<file path="src/rtl/mem_arbiter.sv">
// Shared main-memory line-port arbiter between the instruction and data caches.
// DC has priority; a streak counter bounds IC starvation and a watchdog aborts hung transfers.
module mem_arbiter #(
  parameter int LINE_W        = 128,
  parameter int ADDR_W        = 32,
  parameter int MAX_DC_STREAK = 4,
  parameter int TIMEOUT       = 255
) (
  input  logic              clk,
  input  logic              reset,
  input  logic              ic_req,
  input  logic [ADDR_W-1:0] ic_addr,
  output logic              ic_ready,
  output logic [LINE_W-1:0] ic_rdata,
  input  logic              dc_req,
  input  logic              dc_we,
  input  logic [ADDR_W-1:0] dc_addr,
  input  logic [LINE_W-1:0] dc_wdata,
  output logic              dc_ready,
  output logic [LINE_W-1:0] dc_rdata,
  output logic              mem_req,
  output logic              mem_we,
  output logic [ADDR_W-1:0] mem_addr,
  output logic [LINE_W-1:0] mem_wdata,
  input  logic              mem_ready,
  input  logic [LINE_W-1:0] mem_rdata,
  output logic              owner,
  output logic              busy,
  output logic              bus_err
);

  // state | meaning
  // IDLE  | arbitrate pending requests, latch the winner
  // GRANT | mem_req held, waiting for mem_ready or watchdog expiry
  // RESP  | one-cycle ready pulse to the owning cache
  typedef enum logic [1:0] {IDLE, GRANT, RESP} state_t;

  localparam int OFFS  = $clog2(LINE_W / 8);
  localparam int TMR_W = $clog2(TIMEOUT + 1);
  localparam int STK_W = $clog2(MAX_DC_STREAK + 1);

  state_t              state_q, state_d;
  logic                owner_q, owner_d;
  logic [ADDR_W-1:0]   mem_addr_q, mem_addr_d;
  logic                mem_we_q, mem_we_d;
  logic [LINE_W-1:0]   mem_wdata_q, mem_wdata_d;
  logic [LINE_W-1:0]   ic_rdata_q, ic_rdata_d;
  logic [LINE_W-1:0]   dc_rdata_q, dc_rdata_d;
  logic [STK_W-1:0]    streak_q, streak_d;
  logic [TMR_W-1:0]    timer_q, timer_d;
  logic                bus_err_q, bus_err_d;

  logic streak_sat, dc_win, ic_win, timer_hit;

  assign streak_sat = (streak_q == STK_W'(MAX_DC_STREAK));
  assign dc_win     = dc_req && !(ic_req && streak_sat);
  assign ic_win     = !dc_win && ic_req;
  // Timer counts completed GRANT cycles, so the last allowed cycle sees TIMEOUT-1.
  assign timer_hit  = (timer_q == TMR_W'(TIMEOUT - 1));

  always_ff @(posedge clk or negedge reset) begin
    if (!reset) begin
      state_q     <= IDLE;
      owner_q     <= 1'b0;
      mem_addr_q  <= '0;
      mem_we_q    <= 1'b0;
      mem_wdata_q <= '0;
      ic_rdata_q  <= '0;
      dc_rdata_q  <= '0;
      streak_q    <= '0;
      timer_q     <= '0;
      bus_err_q   <= 1'b0;
    end else begin
      state_q     <= state_d;
      owner_q     <= owner_d;
      mem_addr_q  <= mem_addr_d;
      mem_we_q    <= mem_we_d;
      mem_wdata_q <= mem_wdata_d;
      ic_rdata_q  <= ic_rdata_d;
      dc_rdata_q  <= dc_rdata_d;
      streak_q    <= streak_d;
      timer_q     <= timer_d;
      bus_err_q   <= bus_err_d;
    end
  end

  always_comb begin
    state_d = state_q;
    case (state_q)
      IDLE:    if (dc_win || ic_win) state_d = GRANT;
      GRANT:   if (mem_ready || timer_hit) state_d = RESP;
      RESP:    state_d = IDLE;
      default: state_d = IDLE;
    endcase
  end

  always_comb begin
    owner_d     = owner_q;
    mem_addr_d  = mem_addr_q;
    mem_we_d    = mem_we_q;
    mem_wdata_d = mem_wdata_q;
    ic_rdata_d  = ic_rdata_q;
    dc_rdata_d  = dc_rdata_q;
    streak_d    = streak_q;
    timer_d     = timer_q;
    bus_err_d   = bus_err_q;
    case (state_q)
      IDLE: begin
        if (dc_win) begin
          owner_d     = 1'b1;
          mem_addr_d  = {dc_addr[ADDR_W-1:OFFS], {OFFS{1'b0}}};
          mem_we_d    = dc_we;
          mem_wdata_d = dc_wdata;
          timer_d     = '0;
          if (!ic_req)         streak_d = '0;
          else if (!streak_sat) streak_d = streak_q + STK_W'(1);
        end else if (ic_win) begin
          owner_d    = 1'b0;
          mem_addr_d = {ic_addr[ADDR_W-1:OFFS], {OFFS{1'b0}}};
          mem_we_d   = 1'b0;
          timer_d    = '0;
          streak_d   = '0;
        end
      end
      GRANT: begin
        if (mem_ready) begin
          timer_d = '0;
          if (!mem_we_q) begin
            if (owner_q) dc_rdata_d = mem_rdata;
            else         ic_rdata_d = mem_rdata;
          end
        end else if (timer_hit) begin
          timer_d   = '0;
          bus_err_d = 1'b1;
          if (owner_q) dc_rdata_d = '0;
          else         ic_rdata_d = '0;
        end else begin
          timer_d = timer_q + TMR_W'(1);
        end
      end
      default: ;
    endcase
  end

  always_comb begin
    mem_req  = (state_q == GRANT);
    busy     = (state_q != IDLE);
    ic_ready = (state_q == RESP) && !owner_q;
    dc_ready = (state_q == RESP) && owner_q;
  end

  assign owner     = owner_q;
  assign mem_addr  = mem_addr_q;
  assign mem_we    = mem_we_q;
  assign mem_wdata = mem_wdata_q;
  assign ic_rdata  = ic_rdata_q;
  assign dc_rdata  = dc_rdata_q;
  assign bus_err   = bus_err_q;

endmodule
</file>
<file path="config.mk">
export PLATFORM = sky130hd
export DESIGN_NAME = mem_arbiter
export DESIGN_NICKNAME = d
export VERILOG_FILES = /design/src/rtl/mem_arbiter.sv
export SDC_FILE = /design/constraint.sdc
export NUM_CORES = 1
export LEC_CHECK = 0
export BUFFER_PORTS_ARGS = -buffer_cell sky130_fd_sc_hd__buf_2
export CAP_MARGIN = 30
export CORE_AREA = 8 8 286 288
export CTS_BUF_LIST = sky130_fd_sc_hd__clkbuf_4 sky130_fd_sc_hd__clkbuf_8
export DETAILED_ROUTE_END_ITERATION = 16
export DIE_AREA = 0 0 294 296
export GPL_ROUTABILITY_DRIVEN = 0
export PLACE_DENSITY_LB_ADDON = 0.15
export SLEW_MARGIN = 20
export SYNTH_ARGS = -nofsm -noshare
export SYNTH_HDL_FRONTEND = slang
export SYNTH_SLANG_ARGS = --single-unit
</file>
<file path="constraint.sdc">
create_clock -name clk -period 2.6 [get_ports clk]
set_input_delay 0.39 -clock clk [delete_from_list [all_inputs] [get_ports clk]]
set_output_delay 0.39 -clock clk [all_outputs]
set_load 0.02 [all_outputs]
</file>
==> results of run 1 <==
-- metal layers --
metal  vias up  share of wire [%]  routed length [microns]
met3       136                8.0                     5420
met5         -              0.031                       21
li1       6433                  -                        -
met2       586                 51                    35100
met4         4                3.5                     2370
met1      7294                 37                    25300
-- final cells by class --
cell class	count	area (sq um)
sequential	428	10700
clock buffer	126	1600
timing repair buffer	1091	7320
multi-input combinational	567	4990
fill	7837	50900
inverter	7	26.3
antenna	3	7.51
clock inverter	16	120
tap	1040	1300
-- power by group through the flow --
stage	Clock, mW	Combinational (mW)	Sequential (mW)
finish	6.92	15.1	11.5
global route	7.55	16.2	11.9
CTS	7.28	15.5	11.5
detailed placement	0	14.8	11.5
global placement	0	14.6	11.5
floorplan	0	4.92	15.2
-- sequential cells by signal, summed over array words and instances, names as in the netlist --
register	flops
mem_addr	28
mem_we	1
bus_err	1
mem_wdata	128
owner	1
streak_q	3
timer_q	8
state_q	2
dc_rdata	128
ic_rdata	128
-- through the flow --
step	instances	worst slack (ns)
detailed placement	2817	0.438
finish	3278	0.397
global placement	2817	0.514
CTS	3275	0.246
global route	3278	0.199
floorplan	1117	0.896
-- worst min-delay path by stage --
| stage | start | end | slack [ns] | cells past startpoint |
|---|---|---|---|---|
| after floorplan | reset | bus_err | 0.09 | 0 |
| after global placement | reset | mem_wdata[122] | 0.39 | 1 |
| after detailed placement | reset | mem_wdata[120] | 0.39 | 1 |
| after CTS | dc_addr[10] | mem_addr[10] | 0.008 | 3 |
| after global routing | dc_addr[10] | mem_addr[10] | 0.04 | 3 |
| final | dc_addr[10] | mem_addr[10] | 0.11 | 3 |
-- placed cells by master, fill, tap and decap left out, types with 3 or more instances in the layout --
cell and count:
inv_1 6, dfrtp_1 428, buf_2 735, nor3_1 3, clkbuf_8 104, clkinv_2 10, a21oi_1 56, mux2_2 93
nand3_1 5, nor2_4 3, a32o_1 257, buf_12 14, xnor2_1 5, nand2_1 37, conb_1 4, buf_4 25
dlygate4sd3_1 316, ha_1 4, mux2_1 35, nor2_1 38, diode_2 3, clkbuf_4 22
-- kinds of logic after synthesis --
family                     Yosys count
other                                1
adders and majority gates            4
DFF                                428
and+or+nand+nor                     99
muxes                              128
AOI/OAI and AO/OA                  325
buffers and inverters              122
xor gates and xnor gates             7
-- worst max-delay path, cell delays in order, from the launching register on --
cell and delay (ns):
dfrtp_1 0.38, inv_1 0.09, ha_1 0.15, nand3_1 0.08, and2_1 0.19, buf_4 0.25, a21oi_1 0.28, a21oi_1 0.10
dlygate4sd3_1 0.56
==> out/metrics.csv, run 1 <==
metric;value;unit
status;completed;
hold_viol;0;
overflow;0;
ir_worst_vdd;0.558;mV
synth_top_area_share;65.6;%
yosysMostFrequentCell;dfrtp_1;
fin_area;26100;sq um
start_kind;flip-flop;
rrSetupSlack;0.40;ns
fin_skew;0.0397;ns
coreArea;77000;sq um
ioPinCount;749;
fin_tns_setup;0;ns
cp_max_fo;28;
post-route-period-util;84.7;%
cts_buffer_depth;3;
grt_use_total;15.0;%
clkLatencyLatePin;0.65;ns
io_buffers;736;
rsz0062_at_grt;false;
yosys_warnings;0;
holdWs;0.115;ns
synth.distinct_cells;36;
synth-edff-count;0;
worstPathArrival;2.73;ns
met3_usage;4.90;%
async_reset_ff_share;100;%
die_w;294;microns
cts_made_buffers;81;
synth-seq-area-share;65.6;%
core.rowCount;102;
clkPwrFrac;20.6;%
cap_violations;0;
cts_hold_buf;316;
netlist_area;16300;sq um
viasPerCell;4.41;
synth_adder_area_share;0.306;%
antenna_found_initial;5;
dieArea;87000;sq um
wl_per_cell;20.8;microns
synthSimpleGateAreaFrac;2.72;%
critical_path_required;3.13;ns
reg2reg_depth;8;
die_h;296;microns
slew_violations;0;
critPathCaptureType;flip-flop;
start_util;21.2;%
power_density;1280;nW/um^2
post_cts_resize_count;0;
post_dp_cell_area;21200;sq um
synth.area.top_cells;dfrtp_1, a32o_1, mux2_2;
endpoint;mem_addr[24];
p_sw;14.0;mW
worstMarginPinSlew;1.03;ns
power.internal;19.5;mW
post-route-util;33.9;%
max_freq;454;MHz
swShare;41.7;%
synth_xor_area_share;0.375;%
p_comb_share;45.2;%
seqPwrFrac;34.2;%
setup_viol;0;
drt-pass1-iter-count;5;
cts_sinks;428;
grt_pass1_wl;102000;microns
ys_ff_latch;428;
critPathKind;reg2reg;
area_growth;59.7;%
drt_iter0_drc;610;
drive_gt1_share;45.7;%
root_buffer;clkbuf_8;
use_met2;26.6;%
fin_nets;2506;
grtUsageMet1;16.6;%
synth_common_cells;dfrtp_1, a32o_1, mux2_2, a21oi_1, clkbuf_1;
grt_max_degree;131;
drc;0;
vias;14453;
cts_tree;done;
rr_endpoint;mem_addr[24];
hpwl;47600;microns
drtAntennaViolNets;0;
postRouteWirelength;68100;microns
post_cts_buffers;0;
synth_top_family_by_area;compound AO/OA/AOI/OAI gates;
busiest_layer;met2;
synthCells;1114;
synth-compound-area-share;17.9;%
h-tree-depth;3;
finalPower;33.5;mW
p_leak;12.3;nW
synthFlopType;dfrtp_1;
synth_mux_area_share;8.82;%
clk_pin_slew_worst_paths;0.06;ns
hold_class;in2reg;
finalCriticalPeriod;2.20;ns
synth_top_area_cell;dfrtp_1;
worstSetupStartpoint;streak_q[0];
max-slew-margin-rel;31.4;%
syn_avg_cell_area;14.7;sq um
grt_pass1_vias;16418;
rr_startpoint;streak_q[0];
(Power assumes the default switching activity.)
==> run 2, diff against run 1 <==
- ABC_AREA: default -> 1
- CORE_AREA: 8 8 286 288 -> 8 8 285 287
- DIE_AREA: 0 0 294 296 -> 0 0 293 295
- clock period: 2.6 -> 2.05 ns (I/O delays scaled with it)
==> run 2 against run 1 <==
- hold slack got worse by 0.038 ns
- global-route usage is 4.1 points higher
- non-clock buffer count is 13 higher
- register-to-register slack worse by 0.23 ns
- first-iteration DRC count increased by 84%
- sequential share of layout area is 3.4 points lower
- flip-flop and latch count unchanged
- critical endpoint is now ic_ready
==> out/metrics.csv, run 2 <==
metric;value;unit
worstMarginPinSlew;0.652;ns
yosys_warnings;0;
yosysMostFrequentCell;nand2_1;
post_dp_cell_area;23500;sq um
fin_nets;3564;
layout_commonest_cell;nand2_1;
ioPinCount;749;
coreArea;76700;sq um
synth.distinct_cells;29;
rr_endpoint;dc_rdata[9];
overflow;0;
synthCells;2214;
use_met2;32.6;%
post-route-period-util;92.8;%
rrSetupSlack;0.17;ns
synth-seq-area-share;57.3;%
clk_pin_slew_worst_paths;0.07;ns
hold_class;in2reg;
reg2reg_depth;8;
hold_viol;0;
fin_area;28400;sq um
critical_path_required;1.74;ns
async_reset_ff_share;100;%
grtUsageMet1;23.3;%
slew_violations;0;
cts_sinks;428;
io_buffers;736;
grt_max_degree;93;
max_freq;526;MHz
clkLatencyLatePin;0.67;ns
wl_per_cell;19.9;microns
synth_top_area_share;57.3;%
dieArea;86400;sq um
finalCriticalPeriod;1.90;ns
final_cell_mix;nand2_1, buf_2, dfrtp_1;
netlist_area;18700;sq um
ys_ff_latch;428;
hp-start;mem_rdata[113];
rr_startpoint;timer_q[0];
synthFlopType;dfrtp_1;
start_kind;flip-flop;
cts_buffer_depth;3;
hpwl;59600;microns
setup_viol;0;
status;completed;
drc;0;
die_h;295;microns
max-slew-margin-rel;56.5;%
antenna_found_initial;4;
holdWs;0.0772;ns
grt_pass1_vias;20775;
viasPerCell;4.45;
worstPathArrival;1.59;ns
core.rowCount;102;
synth_top_area_cell;dfrtp_1;
p_leak;16.3;nW
postRouteWirelength;86100;microns
cts_made_buffers;82;
fin_tns_setup;0;ns
fin_skew;0.0347;ns
vias;19296;
synth-edff-count;0;
start_util;24.4;%
die_w;293;microns
whs_endpoint;ic_rdata[113];
ir_worst_vdd;0.780;mV
rsz0062_at_grt;false;
cts_tree;done;
cp_max_fo;2;
critPathKind;reg2out;
drt_iter0_drc;1123;
met3_usage;5.75;%
grt_use_total;19.2;%
power_density;1460;nW/um^2
busiest_layer;met2;
drtAntennaViolNets;0;
grt_pass1_wl;130000;microns
hold_depth;5;
area_growth;52.0;%
h-tree-depth;3;
critPathCaptureType;output pin;
cap_violations;0;
synth.area.top_cells;dfrtp_1, nand2_1, nand4_1;
drt-pass1-iter-count;5;
synth_common_cells;nand2_1, dfrtp_1, nand4_1, inv_1, buf_2;
root_buffer;clkbuf_8;
drive_gt1_share;29.1;%
syn_avg_cell_area;8.45;sq um
-- run 2: cell count changes after synthesis, moves of 19 or more --
cell	before	now
buf_4	9	29
nand2_1	37	1074
clkbuf_1	44	25
buf_2	36	86
nand4_1	0	259
mux2_2	93	0
a32o_1	257	0
mux2_1	35	0
inv_1	6	144
-- run 2: kinds of logic after synthesis --
logic type / share of synthesized area (%)
adders and majority gates: 0.268
and+or+nand+nor: 31.7
xor gates and xnor gates: 0.0937
other: 0.0201
buffers and inverters: 8.67
AOI/OAI and AO/OA: 1.93
DFF: 57.3
-- run 2: through the flow --
step / total power, mW / setup WS (ns) / instances / utilization, %
final: 41.6 / 0.148 / 4335 / 37.1
after global routing: 44.3 / 0.0188 / 4335 / 37.1
after CTS: 42.2 / 0.000469 / 4329 / 36.9
after detailed placement: 32.4 / 0.0916 / 3880 / 30.7
after global placement: 32.2 / 0.123 / 3880 / 30.7
after floorplan: 24.1 / 0.185 / 2217 / -
-- run 2: critical path, stage by stage (launching register included) --
cell and delay, ns:
dfrtp_1 0.40, buf_4 0.15, nor3_1 0.18, buf_2 0.22
-- run 2: area by class of cell --
| cell class | instances | area [sq um] |
|---|---|---|
| Clock inverter | 8 | 95.1 |
| Multi-Input combinational cell | 1471 | 6440 |
| Clock buffer | 134 | 1590 |
| Tap cell | 1040 | 1300 |
| Fill cell | 7924 | 48300 |
| Antenna cell | 3 | 7.51 |
| Sequential cell | 428 | 10700 |
| Timing Repair Buffer | 1104 | 7720 |
| Inverter | 147 | 558 |
-- run 2: timing repair --
| item | CTS | global route |
|---|---|---|
| buffers inserted | 2 | 2 |
| setup endpoints to repair | 2 | 48 |
| hold endpoints to repair | 777 | 0 |
| gates resized for setup | 6 | 6 |
| gates cloned | 1 | 1 |
| hold buffers | 304 | 0 |
-- run 2: metal layers --
layer / up-vias / wire length (microns)
li1: 9084 / -
met1: 9324 / 35100
met2: 756 / 41400
met3: 130 / 6960
met4: 2 / 2610
met5: - / 9
-- run 2: how the worst max path moves through the flow --
| stage | end | slack [ns] | cells after the start | start |
|---|---|---|---|---|
| final | ic_ready | 0.15 | 3 | owner |
| after global routing | ic_ready | 0.02 | 3 | owner |
| after CTS | mem_req | 0.0005 | 5 | state_q[1] |
| after detailed placement | dc_rdata[47] | 0.09 | 8 | timer_q[0] |
| after global placement | dc_rdata[33] | 0.12 | 8 | timer_q[0] |
| after floorplan | dc_ready | 0.18 | 4 | owner |
-- run 2: report_power, final --
part	internal, mW	switching [mW]	total, mW	leakage, nW
clock network	4.93	3.93	8.86	0.907
logic	5.62	12.9	18.5	9.96
registers	12.0	2.17	14.2	5.47
total	22.6	19.0	41.6	16.3
